<file path="src/rtl/rle_pkg.sv">
// Shared types and helpers for the zero-run-length stream controller.
package rle_pkg;

    localparam int RUN_W = 15;
    localparam int LIT_W = 17;
    localparam int PKT_W = 32;
    localparam int PIX_W = 19;

    // Output packet: zero count in the upper bits, literal in the lower bits.
    typedef struct packed {
        logic [RUN_W-1:0] run;
        logic [LIT_W-1:0] literal;
    } pkt_t;

    typedef enum logic [1:0] {
        IDLE  = 2'd0,
        RUN   = 2'd1,
        SPLIT = 2'd2
    } state_t;

    function automatic pkt_t pack_pkt(input logic [RUN_W-1:0] run,
                                      input logic [LIT_W-1:0] literal);
        pkt_t p;
        p.run     = run;
        p.literal = literal;
        return p;
    endfunction

endpackage

</file>
<file path="src/rtl/rle_out_reg.sv">
// One-entry valid/ready holding register; refills in the same cycle it drains.
module rle_out_reg #(
    parameter int W = 33
) (
    input  logic         clk,
    input  logic         rst_n,
    input  logic         i_valid,
    output logic         o_ready,
    input  logic [W-1:0] i_data,
    output logic         o_valid,
    input  logic         i_ready,
    output logic [W-1:0] o_data
);

    logic         r_valid;
    logic [W-1:0] r_data;

    // Free when empty or when the current entry leaves this cycle.
    assign o_ready = !r_valid || i_ready;
    assign o_valid = r_valid;
    assign o_data  = r_data;

    // Load a new entry, or drop the current one once it has been taken.
    always_ff @(posedge clk) begin
        if (!rst_n) begin
            // NOTE: the data field is reset too so nothing stale is visible after a reset.
            r_valid <= 1'b0;
            r_data  <= '0;
        end else if (i_valid && o_ready) begin
            // NOTE: state updates use <= so every register samples pre-edge values.
            r_valid <= 1'b1;
            r_data  <= i_data;
        end else if (i_ready) begin
            r_valid <= 1'b0;
        end
    end

endmodule

</file>
<file path="src/rtl/rle_stream_controller.sv">
// Frame sequencer and packet scheduler for the zero-run-length stage.
module rle_stream_controller
    import rle_pkg::*;
#(
    parameter int FRAME_PIXELS = 327680,
    parameter int MAX_RUN      = 32767
) (
    input  logic             clk,
    input  logic             rst_n,
    input  logic             s_valid,
    output logic             s_ready,
    input  logic [LIT_W-1:0] s_data,
    input  logic             s_sof,
    input  logic             s_eof,
    output logic             m_valid,
    input  logic             m_ready,
    output logic [PKT_W-1:0] m_data,
    output logic             m_last,
    output logic             err_sync,
    output logic             err_len,
    output logic [15:0]      frame_cnt
);

    localparam logic [RUN_W-1:0] MAX_RUN_V      = RUN_W'(MAX_RUN);
    localparam logic [PIX_W-1:0] FRAME_PIXELS_V = PIX_W'(FRAME_PIXELS);

    state_t           r_state;
    state_t           w_state_next;
    logic [RUN_W-1:0] r_zero_cnt;
    logic [PIX_W-1:0] r_pix_cnt;
    logic             r_err_sync;
    logic             r_err_len;
    logic [15:0]      r_frame_cnt;

    logic             w_out_ready;
    logic             w_accept;
    logic             w_frame_beat;
    logic             w_zero;
    logic             w_sat;
    logic             w_sat_eof;
    logic [RUN_W-1:0] w_run_base;
    logic [PIX_W-1:0] w_pix_base;
    logic [PIX_W-1:0] w_pix_next;

    logic             w_push_valid;
    logic             w_push_last;
    pkt_t             w_push_pkt;
    pkt_t             w_m_pkt;

    // Beats are only taken when the holding register is guaranteed to have room.
    assign s_ready  = rst_n && (r_state != SPLIT) && w_out_ready;
    assign w_accept = s_valid && s_ready;

    // A beat belongs to a frame if it opens one or arrives while a frame is open.
    assign w_frame_beat = w_accept && (s_sof || (r_state == RUN));

    // SOF restarts the counters for this very beat, discarding any pending run.
    assign w_run_base = s_sof ? '0 : r_zero_cnt;
    assign w_pix_base = s_sof ? '0 : r_pix_cnt;
    assign w_pix_next = (&w_pix_base) ? w_pix_base : w_pix_base + PIX_W'(1);

    assign w_zero    = (s_data == '0);
    assign w_sat     = (w_run_base == MAX_RUN_V);
    assign w_sat_eof = w_zero && w_sat && s_eof;

    assign err_sync  = r_err_sync;
    assign err_len   = r_err_len;
    assign frame_cnt = r_frame_cnt;
    assign m_data    = w_m_pkt;

    // State register.
    always_ff @(posedge clk) begin
        if (!rst_n) begin
            r_state <= IDLE;
        end else begin
            r_state <= w_state_next;
        end
    end

    // Next-state decode: EOF closes the frame, via SPLIT when the last zero saturates.
    always_comb begin
        // NOTE: defaulting every combinational output first keeps latches from being inferred.
        w_state_next = r_state;
        unique case (r_state)
            IDLE, RUN: begin
                if (w_frame_beat) begin
                    if (!s_eof) begin
                        w_state_next = RUN;
                    end else if (w_sat_eof) begin
                        w_state_next = SPLIT;
                    end else begin
                        w_state_next = IDLE;
                    end
                end
            end
            SPLIT: begin
                if (w_out_ready) begin
                    w_state_next = IDLE;
                end
            end
            default: w_state_next = IDLE;
        endcase
    end

    // Packet generation for the holding register.
    always_comb begin
        w_push_valid = 1'b0;
        w_push_last  = 1'b0;
        w_push_pkt   = '0;
        if (r_state == SPLIT) begin
            w_push_valid = w_out_ready;
            w_push_last  = 1'b1;
            w_push_pkt   = pack_pkt(RUN_W'(1), '0);
        end else if (w_frame_beat) begin
            if (!w_zero) begin
                w_push_valid = 1'b1;
                w_push_last  = s_eof;
                w_push_pkt   = pack_pkt(w_run_base, s_data);
            end else if (w_sat) begin
                // Saturated run goes out alone; the current zero starts the next run.
                w_push_valid = 1'b1;
                w_push_pkt   = pack_pkt(MAX_RUN_V, '0);
            end else if (s_eof) begin
                w_push_valid = 1'b1;
                w_push_last  = 1'b1;
                w_push_pkt   = pack_pkt(w_run_base + RUN_W'(1), '0);
            end
        end
    end

    // Run and pixel counters, frame counter and sticky error flags.
    always_ff @(posedge clk) begin
        if (!rst_n) begin
            r_zero_cnt  <= '0;
            r_pix_cnt   <= '0;
            r_err_sync  <= 1'b0;
            r_err_len   <= 1'b0;
            r_frame_cnt <= '0;
        end else begin
            if (w_frame_beat) begin
                r_pix_cnt <= w_pix_next;
                if (s_eof || !w_zero) begin
                    r_zero_cnt <= '0;
                end else if (w_sat) begin
                    r_zero_cnt <= RUN_W'(1);
                end else begin
                    r_zero_cnt <= w_run_base + RUN_W'(1);
                end
                if (s_eof) begin
                    r_frame_cnt <= r_frame_cnt + 16'd1;
                    if (w_pix_next != FRAME_PIXELS_V) begin
                        r_err_len <= 1'b1;
                    end
                end
            end
            // Stray beat outside a frame, or a new SOF cutting an open frame short.
            if (w_accept && (((r_state == IDLE) && !s_sof) || ((r_state == RUN) && s_sof))) begin
                r_err_sync <= 1'b1;
            end
        end
    end

    rle_out_reg #(
        .W(PKT_W + 1)
    ) u_out_reg (
        .clk     (clk),
        .rst_n   (rst_n),
        .i_valid (w_push_valid),
        .o_ready (w_out_ready),
        .i_data  ({w_push_pkt, w_push_last}),
        .o_valid (m_valid),
        .i_ready (m_ready),
        .o_data  ({w_m_pkt, m_last})
    );

endmodule

</file>
<file path="config.mk">
export PLATFORM = sky130hd
export DESIGN_NAME = rle_stream_controller
export DESIGN_NICKNAME = d
export VERILOG_FILES = /design/src/rtl/rle_pkg.sv /design/src/rtl/rle_out_reg.sv /design/src/rtl/rle_stream_controller.sv
export SDC_FILE = /design/constraint.sdc
export NUM_CORES = 1
export LEC_CHECK = 0
export CAP_MARGIN = 10
export CORE_AREA = 2 2 105 107
export DETAILED_ROUTE_END_ITERATION = 16
export DIE_AREA = 0 0 107 109
export HOLD_SLACK_MARGIN = 0.12
export PLACE_DENSITY = 0.76
export SLEW_MARGIN = 20
export SYNTH_ARGS = -nofsm -noshare
export SYNTH_HDL_FRONTEND = slang
export SYNTH_SLANG_ARGS = --single-unit
</file>
<file path="constraint.sdc">
create_clock -name clk -period 6.5 [get_ports clk]
set_input_delay 1.625 -clock clk [delete_from_list [all_inputs] [get_ports clk]]
set_output_delay 1.625 -clock clk [all_outputs]
set_load 0.005 [all_outputs]
</file>
==> impl_metrics.py <==
metrics = {
    "synthesis": {
        "synth_edf_count": 0,
        "syn_avg_cell_area_um2": 7.88,
        "synth_ff_type": "dfxtp_1",
        "synth-async-reset-ratio": 0,
        "seq_area_frac_synth": 0.383,
        "ys_types": 68,
        "yosys_warnings": 0,
        "syn_inst": 583,
        "syn_area_mm2": 0.00460,
        "ys_seq_elements": 88,
        "syn_nets": 609,
    },
    "setup_path": {
        "slowest_stage": "clkdlybuf4s50_1",
        "endpoint_kind": "output port",
        "cp_top_family": "buffers and inverters",
        "cp_slowest_stage_delay_ns": 0.91,
        "cp.required_ns": 4.88,
        "crit_type": "in -> out",
        "path_cells": "clkdlybuf4s50_1 > inv_2 > nor2_1 > clkdlybuf4s50_1",
        "cp.arrival_ns": 3.32,
        "critPathMostFrequentCell": "clkdlybuf4s50_1",
        "cp_num_buf_inv": 3,
        "start_kind": "input port",
        "cp_max_fo": 13,
    },
    "floorplanning": {
        "die_w_um": 107,
        "start_util": 0.433,
        "die_y_um": 109,
        "core_area_mm2": 0.0106,
        "die_area_mm2": 0.0117,
        "rows": 38,
        "num_io_pins": 76,
    },
    "sta": {
        "skew_ns": 0.00576,
        "hold_ws_ns": 0.464,
        "min_period_over_period": 0.761,
        "timing.final.crit_period_ns": 4.95,
        "rsz0062_at_grt": "no",
        "setup_tns_ns": 0,
        "setup_violations": 0,
        "max_freq_mhz": 202,
        "final_hold_viol_count": 0,
        "max-slew-margin-rel": 0.283,
        "worstMarginPinSlew_ns": 1.08,
        "slew_violations": 0,
    },
    "run_status": {
        "status": "finished clean",
    },
    "clock_network": {
        "htree_num_levels": 3,
        "cts_resized": 0,
        "cts.sinks": 88,
        "ctsHoldBuffers": 0,
        "cts_setup_buffers": 0,
        "clk_path_buf_depth": 2,
        "ctsRootBufferMaster": "clkbuf_8",
        "clk_pin_slew_ns": 0.09,
        "cts_tree": "yes",
        "clkLatencyLatePin_ns": 0.36,
        "numCtsBuffers": 9,
    },
    "route": {
        "first_pass_iters": 7,
        "vias_per_cell": 5.97,
        "drt-total-wl_mm": 13.2,
        "drt_iter0_drc": 388,
        "wire_per_inst_um": 16.8,
        "via_count": 4672,
        "drtAntennaViolNets": 0,
        "drc": 0,
    },
    "power": {
        "power_mw": 1.03,
        "switching_power_mw": 0.261,
        "clockPowerShare": 0.367,
        "max-vdd-ir-drop_mv": 0.137,
        "combPwrFrac": 0.094,
        "seqPwrFrac": 0.539,
        "intPower_mw": 0.767,
        "netSwitchingFraction": 0.254,
        "power-per-cell-area_mw_per_mm2": 184,
        "p_leak_nw": 1.85,
    },
    "place": {
        "port_buffers": 75,
        "dp_hpwl_mm": 9.11,
        "place_area_mm2": 0.00540,
        "placed_cells": 767,
        "gp_congestion": 0.925,
    },
    "final_layout": {
        "seq_area_mm2": 0.00176,
        "finalNonFillerCells": 783,
        "design_area_mm2": 0.00559,
        "drive_above_1_share": 0.0653,
        "multiInputGateArea_mm2": 0.00265,
        "antenna_cells": 0,
        "filler_cell_count": 1006,
        "fin_nets": 664,
        "area_growth_pct": 21.7,
    },
    "grt": {
        "track_usage": 0.227,
        "grt_pass1_vias": 4312,
        "antenna_found_initial": 0,
        "grt_pass1_wl_mm": 21.3,
        "grt_max_degree": 72,
        "overflow": 0,
    },
    "flow_run": {
        "maxCapViolations": 0,
    },
    "worst_hold_path": {
        "hold_path_class": "reg -> reg",
    },
}
sequential cells by signal (all words and copies together) (netlist names):
name / cells
r_zero_cnt: 15
r_pix_cnt: 19
err_sync: 1
err_len: 1
r_state: 2
frame_cnt: 16
u_out_reg.o_valid: 1
u_out_reg.o_data: 33
final timing paths:
path / from / to / slack (ns) / cells past startpoint
worst max-delay path: rst_n / s_ready / 1.55 / 4
worst min-delay path: u_out_reg.o_data[23]$_SDFFE_PN0P_ / u_out_reg.o_data[23]$_SDFFE_PN0P_ / 0.46 / 2
worst max register to register: r_zero_cnt[0]$_SDFFE_PN0N_ / u_out_reg.o_data[24]$_SDFFE_PN0P_ / 3.55 / 9
worst min register to register: u_out_reg.o_data[23]$_SDFFE_PN0P_ / u_out_reg.o_data[23]$_SDFFE_PN0P_ / 0.46 / 2
synth_stat cells, types with 5 or more instances:
library cell	instances	area, um^2
a21oi_1	46	230
a22oi_1	25	188
a31oi_1	11	68.8
and3_1	7	43.8
and4_1	7	61.3
buf_2	6	30.0
clkbuf_1	25	93.8
dfxtp_1	88	1760
nand2_1	67	251
nand3_1	25	125
nand4_1	19	119
nor2_1	78	293
nor2b_1	10	62.6
nor3_1	13	65.1
nor4_1	7	43.8
o21ai_0	37	185
or3_1	5	31.3
xnor2_1	15	131
xor2_1	11	96.3
metrics by stage:
step | util | setup slack [ns]
2_1_floorplan | - | 2.55
3_3_place_gp | 0.510 | 1.57
3_5_place_dp | 0.510 | 1.47
4_1_cts | 0.527 | 1.58
5_1_grt | 0.527 | 1.53
6_report | 0.527 | 1.55
cells in the final DEF (no fill, tap or decap), types with 15 or more instances in the layout:
cell / n
xnor2_1: 15
nand4_1: 19
nand3_1: 25
nand2_1: 67
a21oi_1: 46
a22oi_1: 25
o21ai_0: 37
dfxtp_1: 88
nor2_1: 78
clkdlybuf4s50_1: 75
cell type report:
cell class / count / share of cell area
Multi-Input combinational cell: 453 / 0.474
Sequential cell: 88 / 0.315
Timing Repair Buffer: 82 / 0.144
Tap cell: 140 / 0.0313
Clock buffer: 11 / 0.0235
Clock inverter: 5 / 0.0103
Inverter: 4 / 0.00268
kinds of logic (layout without fill, tap and decap cells):
family                   Yosys count  in the layout  synth area share
AO/OA/AOI/OAI                    157            157             0.223
AND/OR/NAND/NOR                  266            266             0.293
XOR/XNOR                          26             26            0.0496
multiplexers                       1              1           0.00245
adder cells (fa/ha/maj)            3              3           0.00817
flip-flops                        88             88             0.383
buffers and inverters             42            102            0.0403
routing by layer:
layer / wire length, um / share of wire / GRT usage / vias up
met4: 316 / 0.024 / 0.0826 / 0
met2: 6180 / 0.47 / 0.379 / 212
met3: 854 / 0.065 / 0.0472 / 31
li1: - / - / - / 2237
met1: 5800 / 0.44 / 0.292 / 2192
met5: 0 / 0 / 0 / -
power by group through the flow:
stage | Sequential [mW] | Clock [mW] | Combinational [mW]
after CTS | 0.554 | 0.386 | 0.0963
after detailed placement | 0.567 | 0 | 0.0959
after global placement | 0.567 | 0 | 0.0934
after floorplan | 0.566 | 0 | 0.0507
final | 0.554 | 0.377 | 0.0969
after global routing | 0.556 | 0.408 | 0.105
worst min-delay path, stage by stage (launching register included):
cell and delay (ns):
dfxtp_1 0.32, nand2_1 0.05, a21oi_1 0.05
Note: power is estimated with default switching activity, not from simulation.
